## config.mk

```make
export PLATFORM = sky130hd
export DESIGN_NAME = bram_fifo_rd
export DESIGN_NICKNAME = d
export VERILOG_FILES = /design/src/rtl/bram_fifo_rd_pkg.sv /design/src/rtl/bram_rd_skid.sv /design/src/rtl/bram_fifo_rd.sv
export SDC_FILE = /design/constraint.sdc
export NUM_CORES = 1
export LEC_CHECK = 0
export CORE_AREA = 2 2 63 71
export DETAILED_ROUTE_END_ITERATION = 8
export DIE_AREA = 0 0 65 73
export PLACE_DENSITY_LB_ADDON = 0.05
export REMOVE_ABC_BUFFERS = 1
export SLEW_MARGIN = 20
export SYNTH_ARGS = -nofsm -noshare
export SYNTH_HDL_FRONTEND = slang
export SYNTH_SLANG_ARGS = --single-unit
export TNS_END_PERCENT = 1
```

## constraint.sdc

```tcl
create_clock -name clk -period 2.4 [get_ports clk]
set_input_delay 0.48 -clock clk [delete_from_list [all_inputs] [get_ports clk]]
set_output_delay 0.48 -clock clk [all_outputs]
set_load 0.05 [all_outputs]
```

## src/rtl/bram_fifo_rd_pkg.sv

```systemverilog
// Shared definitions for the BRAM FIFO read side: pointer width helper and output buffer state codes.
// Configuration macro used by the top: BRAM_FIFO_RD_LEVEL_EN (adds the registered level output).
package bram_fifo_rd_pkg;

  localparam logic [1:0] ST_EMPTY = 2'd0;
  localparam logic [1:0] ST_ONE   = 2'd1;
  localparam logic [1:0] ST_TWO   = 2'd2;

  // Pointers carry one extra wrap bit above the RAM address.
  function automatic int ptr_w(input int a);
    return a + 1;
  endfunction

endpackage

```

## src/rtl/bram_rd_skid.sv

```systemverilog
// Two-entry output buffer for the BRAM read side; head entry drives the stream directly from registers.
module bram_rd_skid
  import bram_fifo_rd_pkg::*;
#(
  parameter int DATA = 8
) (
  input  logic            clk,
  input  logic            reset,
  input  logic            flush,
  input  logic            push,
  input  logic [DATA-1:0] push_data,
  input  logic            pop,
  output logic [DATA-1:0] head_data,
  output logic            head_valid,
  output logic [1:0]      entries
);

  logic [1:0]      state;
  logic [DATA-1:0] head, second;

  assign head_data  = head;
  assign head_valid = (state != ST_EMPTY);
  // State encoding doubles as the entry count.
  assign entries    = state;

  always_ff @(posedge clk) begin
    if (reset) begin
      state  <= ST_EMPTY;
      head   <= '0;
      second <= '0;
    end else if (flush) begin
      state <= ST_EMPTY;
    end else begin
      case (state)
        ST_EMPTY: if (push) begin
          head  <= push_data;
          state <= ST_ONE;
        end
        ST_ONE: case ({push, pop})
          2'b11: head <= push_data;
          2'b10: begin
            second <= push_data;
            state  <= ST_TWO;
          end
          2'b01: state <= ST_EMPTY;
          default: ;
        endcase
        ST_TWO: if (pop) begin
          head <= second;
          if (push) second <= push_data;
          else      state  <= ST_ONE;
        end
        default: state <= ST_EMPTY;
      endcase
    end
  end

endmodule

```

## src/rtl/bram_fifo_rd.sv

```systemverilog
// Read-side FIFO controller: drives BRAM port B, absorbs the 1-cycle read latency, emits a valid/ready stream.
// Optional macro BRAM_FIFO_RD_LEVEL_EN adds a registered, saturating fill-level output.
module bram_fifo_rd
  import bram_fifo_rd_pkg::*;
#(
  parameter int DATA = 8,
  parameter int ADDR = 10
) (
  input  logic            clk,
  input  logic            reset,
  input  logic [ADDR:0]   wr_ptr,
  output logic [ADDR:0]   rd_ptr,
  output logic [ADDR-1:0] b_addr,
  input  logic [DATA-1:0] b_read,
  input  logic            flush,
  output logic [DATA-1:0] out_data,
  output logic            out_valid,
  input  logic            out_ready
`ifdef BRAM_FIFO_RD_LEVEL_EN
  ,
  output logic [ADDR:0]   level
`endif
);

  localparam int PW = ptr_w(ADDR);

  logic [PW-1:0] ptr_q;
  logic          inflight;
  logic [1:0]    entries;
  logic          empty, pop, issue;
  logic [2:0]    occ;

  assign rd_ptr = ptr_q;
  assign b_addr = ptr_q[ADDR-1:0];
  assign empty  = (ptr_q == wr_ptr);
  assign pop    = out_valid & out_ready;
  assign occ    = {1'b0, entries} + {2'b0, inflight};
  // A read may only launch if its word is guaranteed a buffer slot on capture.
  assign issue  = ~empty & ~flush & (occ < (3'd2 + {2'b0, pop}));

  always_ff @(posedge clk) begin
    if (reset) begin
      ptr_q    <= '0;
      inflight <= 1'b0;
    end else if (flush) begin
      ptr_q    <= wr_ptr;
      inflight <= 1'b0;
    end else begin
      if (issue) ptr_q <= ptr_q + 1'b1;
      inflight <= issue;
    end
  end

  bram_rd_skid #(.DATA(DATA)) u_skid (
    .clk       (clk),
    .reset     (reset),
    .flush     (flush),
    .push      (inflight & ~flush),
    .push_data (b_read),
    .pop       (pop & ~flush),
    .head_data (out_data),
    .head_valid(out_valid),
    .entries   (entries)
  );

`ifdef BRAM_FIFO_RD_LEVEL_EN
  localparam logic [ADDR+1:0] DEPTH = (ADDR+2)'(1) << ADDR;

  logic [ADDR:0]   diff;
  logic [ADDR+1:0] sum;
  logic [ADDR:0]   level_q;

  assign diff  = wr_ptr - ptr_q;
  assign sum   = {1'b0, diff} + {{ADDR{1'b0}}, entries} + {{(ADDR+1){1'b0}}, inflight};
  assign level = level_q;

  always_ff @(posedge clk) begin
    if (reset || flush) level_q <= '0;
    else if (sum > DEPTH) level_q <= DEPTH[ADDR:0];
    else level_q <= sum[ADDR:0];
  end
`endif

endmodule

```

Yosys cells after proc, flatten, opt, wreduce, memory -nomap -nowiden
Index checks and enable logic that the tools add are counted.

operators by class
  add/subtract/negate cells = 3
  $lt $le $gt $ge = 1
  equality and inequality tests = 13
  muxes and demuxes = 14
  bitwise logic cells = 7
  reductions and logical operators = 9

operators with widths
  operator               number
  $mux 8                 5
  $pmux 8 s3             1
  $mux 11                2
  $pmux 8 s2             1
  $add 11x1->11 const B  1
  $eq 11x11->1           1
  $reduce_and 5->1       2
  $ne 2x1->1 const B     4
  $eq 2x2->1 const B     3
  $mux 2                 3
  $pmux 2 s3             1
  $reduce_bool 2->1      3
  $and 1x1->1            5
  $eq 2x1->1 const B     2
  $ne 2x2->1 const B     2
  $pmux 2 s2             1
  $reduce_and 4->1       1
  $add 2x1->3            1
  $add 2x1->3 const A    1
  $lt 3x3->1             1
  $ne 3x2->1 const B     1
  $reduce_bool 3->1      1
  $logic_not 2->1        1
  $not 1->1              2
  $reduce_or 2->1        1

word-level totals
  register bits after elaboration = 30
  input port bits = 23
  output and inout bits = 30
  word-level logic and storage cells = 52

Logic depth before layout (Yosys ltp)
Gate-level depths: netlist (run 1).

  depth after elaboration = 7
  depth in mapped cells = 7
  depth with buffers taken out = 6

Hierarchy
Synthesis (run 1) repeated with hierarchy kept, for this count alone.

unflattened totals
  cell total of the unflattened synthesis = 196
  area, all modules = 1786.7 um^2

modules (own cells, without submodules)
  module        instances  cells each  area an instance (um^2)  sequential area each (um^2)
  bram_fifo_rd  1          111         895.9                    240.2
  bram_rd_skid  1          85          890.9                    360.3

Worst setup path after synthesis (run 1)
Ideal clock, no wire load.

  path type = reg-to-reg
  start = reg ptr_q[0], in the netlist rd_ptr[0]
  end = reg ptr_q[6], in the netlist rd_ptr[6]
  setup time = 0.122 ns
  data arrival time = 1.989 ns
  data required time = 2.278 ns
  slack = 0.289 ns
  stages on the path, launching flop included = 8
  buffers on the path = 2
  period minus slack after synthesis = 2.111 ns
  cell sequence = dfxtp_1 xor2_1 nor4_1 and3_1 buf_6 buf_6 nor4_1 o311a_1

on the way
  cells in the longest elaborated chain, start to end = 5
  elaborated cells between the ends (all ways) = 8
  those cells by class = add/sub (1); eq/ne (1); mux (2); bitwise (3); reduce/logical (1)

ends and longest elaborated chain
  what                                                                   line                RTL
  start, declared                                                        bram_fifo_rd.sv:27  logic [PW-1:0] ptr_q;
  start signal, assigned                                                 bram_fifo_rd.sv:46  ptr_q <= wr_ptr;
  start signal, assigned                                                 bram_fifo_rd.sv:49  if (issue) ptr_q <= ptr_q + 1'b1;
  parallel branches: the longest is 5 deep, another holds $add 11x1->11  --

Parallel ways; which one is timed is not known. The select of a mux whose other input is x is not followed.
A chain may end at the register's enable or synchronous reset.

Final worst setup path (run 1)
  start = in wr_ptr[2]
  end = reg ptr_q[4], in the netlist rd_ptr[4]

on the way
  cells in the longest elaborated chain, start to end = 5

ends and longest elaborated chain
  what                                line                RTL
  start, declared                     bram_fifo_rd.sv:11  input logic [ADDR:0] wr_ptr,
  $eq 11x11->1                        bram_fifo_rd.sv:35  assign empty = (ptr_q == wr_ptr);
  $not 1->1                           bram_fifo_rd.sv:39  assign issue = ~empty & ~flush & (occ < (3'd2 + {2'b0, pop}));
  $and 1x1->1 (2 in a row)            bram_fifo_rd.sv:39
  $reduce_bool 2->1 (no source line)  --

No other way between the ends.

==> impl_metrics.json, run 1 <==
{
  "h-tree-depth": 2,
  "run_status": "finished clean",
  "drc": 0,
  "finalSetupViolations": 0,
  "finalCritPeriodShare_pct": 91.2,
  "diodes": 0,
  "p_leak_nw": 1.08,
  "synth_area_um2": 1760,
  "end_kind": "register",
  "postRouteAntennaNets": 0,
  "gp_congestion": 0.787,
  "ioPinCount": 53,
  "worstPathCellList": "clkdlybuf4s50_1 > xor2_1 > nor4_1 > and3_2 > nor4_1 > o311a_1",
  "track_usage_pct": 20.7,
  "clockBufferDepth": 2,
  "fin_crit_ns": 2.19,
  "path_class": "input pin to register",
  "crit_top_cell": "nor4_1",
  "ys_seq_elements": 30,
  "vias": 1658,
  "drt-pass1-iter-count": 4,
  "die_area_um2": 4750,
  "wl_um": 4360,
  "place_hpwl_um": 3190,
  "antenna_found_initial": 0,
  "via_per_inst": 5.35,
  "grt_pass1_wl_um": 7560,
  "cts_inserted_buffers": 5,
  "cts_tree": "built",
  "wire_per_inst_um": 14.1,
  "rsz0062_at_grt": "no",
  "ctsHoldBuffers": 0,
  "grt_max_degree": 20,
  "cp_data_required_time_ns": 2.58,
  "fin_skew_ns": 0.00383,
  "ys_async_sr_fraction_pct": 0,
  "cts_sinks": 30,
  "drt-initial-drc-count": 104,
  "cts_setup_buffers": 0,
  "area_growth_pct": 38.9,
  "ys.flop_type": "dfxtp_1",
  "port_buffers": 52,
  "clk_latency_ns": 0.29,
  "hold_class": "register to register",
  "ys_types": 40,
  "die_h_um": 73,
  "clock-root-buffer": "clkbuf_8",
  "slowest_stage": "clkdlybuf4s50_1",
  "dpl_cell_area_um2": 2330,
  "fin_nets": 281,
  "hold_violations": 0,
  "first_global_vias": 1695,
  "drv_cap": 0,
  "final_cell_area_um2": 2440,
  "arrival_ns": 2.37,
  "drive_gt1_share_pct": 11.7,
  "start_util_pct": 43.0,
  "final_max_slew_viol_count": 0,
  "core_um2": 4100,
  "synth-edff-count": 0,
  "ys_warn_count": 0,
  "finalPower_w": 0.00139,
  "syn_inst": 201,
  "row_count": 25,
  "grt-ovfl-total": 0,
  "worstMarginPinSlew_ns": 0.505,
  "startpoint_type": "input pin",
  "slowest_delay_ns": 0.46,
  "worstPathMaxFanout": 15,
  "max_slew_margin_pct": 66.2,
  "clock.fmax_mhz": 457,
  "clkTransAtPathRegs_ns": 0.06,
  "avgSynthCellArea_um2": 8.76,
  "die_w_um": 65,
  "seq_area_frac_synth_pct": 34.1,
  "peakVddDrop_uv": 411,
  "power_density_nw_per_um2": 569,
  "cts_resized": 0
}
[synth_stat cells, types with 3 or more instances]
cell type | number | share of area (%)
o31a_1 | 4 | 2.0
nor2b_1 | 3 | 1.1
clkbuf_1 | 6 | 1.3
buf_2 | 3 | 0.85
a211oi_1 | 9 | 3.8
buf_4 | 10 | 4.3
inv_1 | 7 | 1.5
ha_1 | 3 | 2.1
nand3_1 | 3 | 0.85
nor2_1 | 24 | 5.1
nor4_1 | 7 | 2.5
nand2_1 | 7 | 1.5
a31oi_1 | 4 | 1.4
mux2i_1 | 16 | 9.1
nor3_1 | 6 | 1.7
o311a_1 | 7 | 4.0
xor2_1 | 11 | 5.5
dfxtp_1 | 30 | 34
nand2b_1 | 9 | 3.2
and3_1 | 4 | 1.4
[per-layer routing]
metal | vias up | routed length (um) | GRT usage (%)
met3 | 6 | 240 | 5.40
met5 | - | 0 | 0
met2 | 46 | 2190 | 36.5
met1 | 776 | 1860 | 23.2
met4 | 0 | 72 | 9.22
li1 | 830 | - | -
[stage by stage]
stage          hold WS [ns]  TNS, ns  utilization (%)  setup WS, ns  cells
6_report              0.503        0             59.7         0.211    310
3_3_place_gp          0.476    -1.70             56.9        -0.191    302
4_1_cts               0.505        0             59.6        0.0316    310
3_5_place_dp          0.490    -2.42             56.9        -0.264    302
5_1_grt               0.534        0             59.7        0.0394    310
2_1_floorplan         0.463   -0.620                -        -0.108    180
[state kept, by name, summed over array words and instances, names as in the netlist]
signal	flops
inflight	1
u_skid.entries	2
u_skid.head_data	8
rd_ptr	11
u_skid.second	8
[final timing paths]
path | startpoint | endpoint | slack (ns) | depth (start not counted)
setup / recovery | wr_ptr[2] | rd_ptr[4]$_SDFFE_PP0P_ | 0.21 | 6
hold / removal | u_skid.second[7]$_SDFFE_PP0P_ | u_skid.second[7]$_SDFFE_PP0P_ | 0.50 | 2
setup reg to reg | u_skid.entries[0]$_SDFFE_PP0P_ | rd_ptr[9]$_SDFFE_PP0P_ | 0.37 | 5
hold reg to reg | u_skid.second[7]$_SDFFE_PP0P_ | u_skid.second[7]$_SDFFE_PP0P_ | 0.50 | 2
[placed cells by master, fill, tap and decap left out, types with 2 or more instances in the layout]
cell | netlist | routed
a211oi_1 | 9 | 9
or4_1 | 2 | 2
o31a_1 | 4 | 4
nor4_1 | 7 | 7
nor2b_1 | 3 | 3
xor2_1 | 11 | 11
mux2i_1 | 16 | 16
o21a_1 | 2 | 2
clkbuf_8 | 0 | 8
a21oi_1 | 2 | 2
and4_1 | 2 | 2
and3_1 | 4 | 3
nor2_1 | 24 | 24
o22ai_1 | 2 | 2
a31oi_1 | 4 | 4
clkdlybuf4s50_1 | 0 | 52
buf_4 | 10 | 16
ha_1 | 3 | 3
or2_2 | 2 | 2
dfxtp_1 | 30 | 30
nand2_1 | 7 | 7
nand3_1 | 3 | 3
inv_1 | 7 | 7
nor3_1 | 6 | 6
o311a_1 | 7 | 7
nand2b_1 | 9 | 9
nand3b_1 | 2 | 2
[worst max-delay path, delay by kind of cell]
kind / cells / cell delay [ns]
and+or+nand+nor: 3 / 0.93
buffers and inverters: 1 / 0.46
AOI/OAI and AO/OA: 1 / 0.34
xor gates and xnor gates: 1 / 0.16
[power breakdown]
group	internal (W)	switching [W]	total [W]
combinational	0.000147	0.000204	0.000350
sequential	0.000521	0.0000324	0.000554
clock	0.000289	0.000197	0.000486
total	0.000957	0.000433	0.00139
[layout make-up]
type	instances	area [um2]
fillers	376	1650
flip-flops and latches	30	601
well taps	54	67.6
multi-input cells	143	1000
inverters	7	26.3
repair buffers	68	641
clock buffers	8	110
[logic make-up (layout without fill, tap and decap cells)]
| family | Yosys count | after routing | share of synthesized area (%) |
|---|---|---|---|
| and+or+nand+nor | 75 | 75 | 22.5 |
| AOI/OAI and AO/OA | 38 | 38 | 17.6 |
| DFF | 30 | 30 | 34.1 |
| buffers and inverters | 28 | 83 | 9.17 |
| muxes | 16 | 16 | 9.10 |
| xor gates and xnor gates | 11 | 11 | 5.47 |
| adders and majority gates | 3 | 3 | 2.13 |
Power figures use the tool's default switching activity.
==> inputs of run 2 (changes only) <==
--- a/config.mk
+++ b/config.mk
@@ -5,12 +5,12 @@
 export SDC_FILE = /design/constraint.sdc
 export NUM_CORES = 1
 export LEC_CHECK = 0
-export CORE_AREA = 2 2 63 71
+export CORE_AREA = 2 2 62 70
 export DETAILED_ROUTE_END_ITERATION = 8
-export DIE_AREA = 0 0 65 73
+export DIE_AREA = 0 0 64 72
 export PLACE_DENSITY_LB_ADDON = 0.05
 export REMOVE_ABC_BUFFERS = 1
-export SLEW_MARGIN = 20
+export SLEW_MARGIN = 0
 export SYNTH_ARGS = -nofsm -noshare
 export SYNTH_HDL_FRONTEND = slang
 export SYNTH_SLANG_ARGS = --single-unit
==> run 2 against run 1 <==
Compared with the run above:
- via count grew 2.7%
- register-to-register slack is essentially flat
- sequential share of layout area is essentially flat
- count of clock-buffer cells in the layout is the same
- flip-flop and latch count is the same
- cell count shrank 0.65%
- critical path depth is the same
- non-clock buffer count is the same
- combinational power is essentially flat
- clock skew is essentially flat
- clock power shrank 0.8%
==> impl_metrics.json, run 2 (synthesized netlist as in run 1, its figures left out) <==
{
  "worstMarginPinSlew_ns": 0.526,
  "layout_common_cells": "clkdlybuf4s50_1, dfxtp_1, nor2_1",
  "fin_nets": 281,
  "grt_pass1_wl_um": 7590,
  "postRouteAntennaNets": 0,
  "place_hpwl_um": 3310,
  "cts_resized": 0,
  "regArea_um2": 601,
  "start_util_pct": 45.4,
  "port_buffers": 52,
  "peakVddDrop_uv": 303,
  "p_leak_nw": 1.08,
  "finalSetupViolations": 0,
  "die_w_um": 64,
  "setup_ws_ns": 0.219,
  "startpoint_type": "input pin",
  "fin_crit_ns": 2.18,
  "hold_class": "register to register",
  "antenna_found_initial": 0,
  "cts_tree": "built",
  "path_class": "input pin to register",
  "multi_input_area_um2": 1000,
  "run_status": "finished clean",
  "max_slew_margin_pct": 64.8,
  "drt-pass1-iter-count": 4,
  "final_max_slew_viol_count": 0,
  "die_h_um": 72,
  "clockBufferDepth": 2,
  "first_global_vias": 1705,
  "via_per_inst": 5.53,
  "finalCritPeriodShare_pct": 90.9,
  "area_growth_pct": 38.7,
  "wl_um": 4420,
  "ctsHoldBuffers": 0,
  "core_um2": 3870,
  "final_common_cell": "clkdlybuf4s50_1",
  "cp_data_required_time_ns": 2.57,
  "grt_max_degree": 20,
  "fin_cells": 308,
  "rsz0062_at_grt": "no",
  "row_count": 24,
  "fin_setup_tns_ns": 0,
  "final_cell_area_um2": 2440,
  "vias": 1702,
  "finalPower_w": 0.00139,
  "crit_top_cell": "nor4_1",
  "slowest_delay_ns": 0.44,
  "clkTransAtPathRegs_ns": 0.07,
  "diodes": 0,
  "grt-ovfl-total": 0,
  "gp_congestion": 0.860,
  "pre_cts_slack_ns": -0.220,
  "cts_inserted_buffers": 5,
  "track_usage_pct": 20.6,
  "drv_cap": 0,
  "drc": 0,
  "drt-initial-drc-count": 95,
  "dpl_cell_area_um2": 2330,
  "drive_gt1_share_pct": 11.7,
  "power_density_nw_per_um2": 569,
  "fin_skew_ns": 0.00350,
  "worstPathCellList": "clkdlybuf4s50_1 > xor2_1 > nor4_1 > and3_2 > nor4_1 > o311a_1",
  "h-tree-depth": 2,
  "clock-root-buffer": "clkbuf_8",
  "largest_register_ffs": 11,
  "dp_cells": 300,
  "cts_setup_buffers": 0,
  "clk_latency_ns": 0.28,
  "arrival_ns": 2.35,
  "ioPinCount": 53,
  "end_kind": "register",
  "slowest_stage": "clkdlybuf4s50_1",
  "worstPathMaxFanout": 15,
  "hold_violations": 0,
  "die_area_um2": 4610,
  "fillers": 357,
  "wire_per_inst_um": 14.3,
  "clock.fmax_mhz": 459,
  "cts_sinks": 30
}
## run 2: area by class of cell
| class | count | share of cell area [%] |
|---|---|---|
| multi-input cells | 143 | 40.9 |
| inverters | 7 | 1.08 |
| repair buffers | 68 | 26.2 |
| well taps | 52 | 2.66 |
| clock buffers | 8 | 4.51 |
| flip-flops and latches | 30 | 24.6 |
## run 2: path summary, 6_finish.rpt
| kind | to | slack (ns) | depth (start not counted) | start |
|---|---|---|---|---|
| hold reg to reg | u_skid.head_data[4]$_SDFFE_PP0P_ | 0.50 | 2 | u_skid.head_data[4]$_SDFFE_PP0P_ |
| hold / removal | u_skid.head_data[4]$_SDFFE_PP0P_ | 0.50 | 2 | u_skid.head_data[4]$_SDFFE_PP0P_ |
| setup reg to reg | rd_ptr[9]$_SDFFE_PP0P_ | 0.37 | 5 | inflight$_SDFF_PP0_ |
| setup / recovery | rd_ptr[5]$_SDFFE_PP0P_ | 0.22 | 6 | wr_ptr[8] |
## run 2: layer usage
metal / up-vias / part of all wire [%] / track usage (%)
li1: 832 / - / -
met1: 814 / 41 / 23.4
met2: 50 / 52 / 37.2
met3: 6 / 5.9 / 5.43
met4: 0 / 1.2 / 7.49
met5: - / 0 / 0
## run 2: critical path: cells and delay by family
| family | cells | cell delay, ns |
|---|---|---|
| simple gates | 3 | 0.91 |
| buf+inv | 1 | 0.44 |
| compound gates | 1 | 0.34 |
| xor+xnor | 1 | 0.17 |
## run 2: stage by stage
| stage | hold WS (ns) | utilization [%] |
|---|---|---|
| global route | 0.524 | 63.0 |
| detailed placement | 0.495 | 60.2 |
| global placement | 0.476 | 60.2 |
| finish | 0.503 | 63.0 |
| CTS | 0.510 | 63.0 |
| floorplan | 0.463 | - |
## run 2: power breakdown
group          leakage [nW]  switching [W]  internal, W
registers             0.246      0.0000328     0.000521
logic                 0.772       0.000206     0.000147
clock network        0.0575       0.000192     0.000289
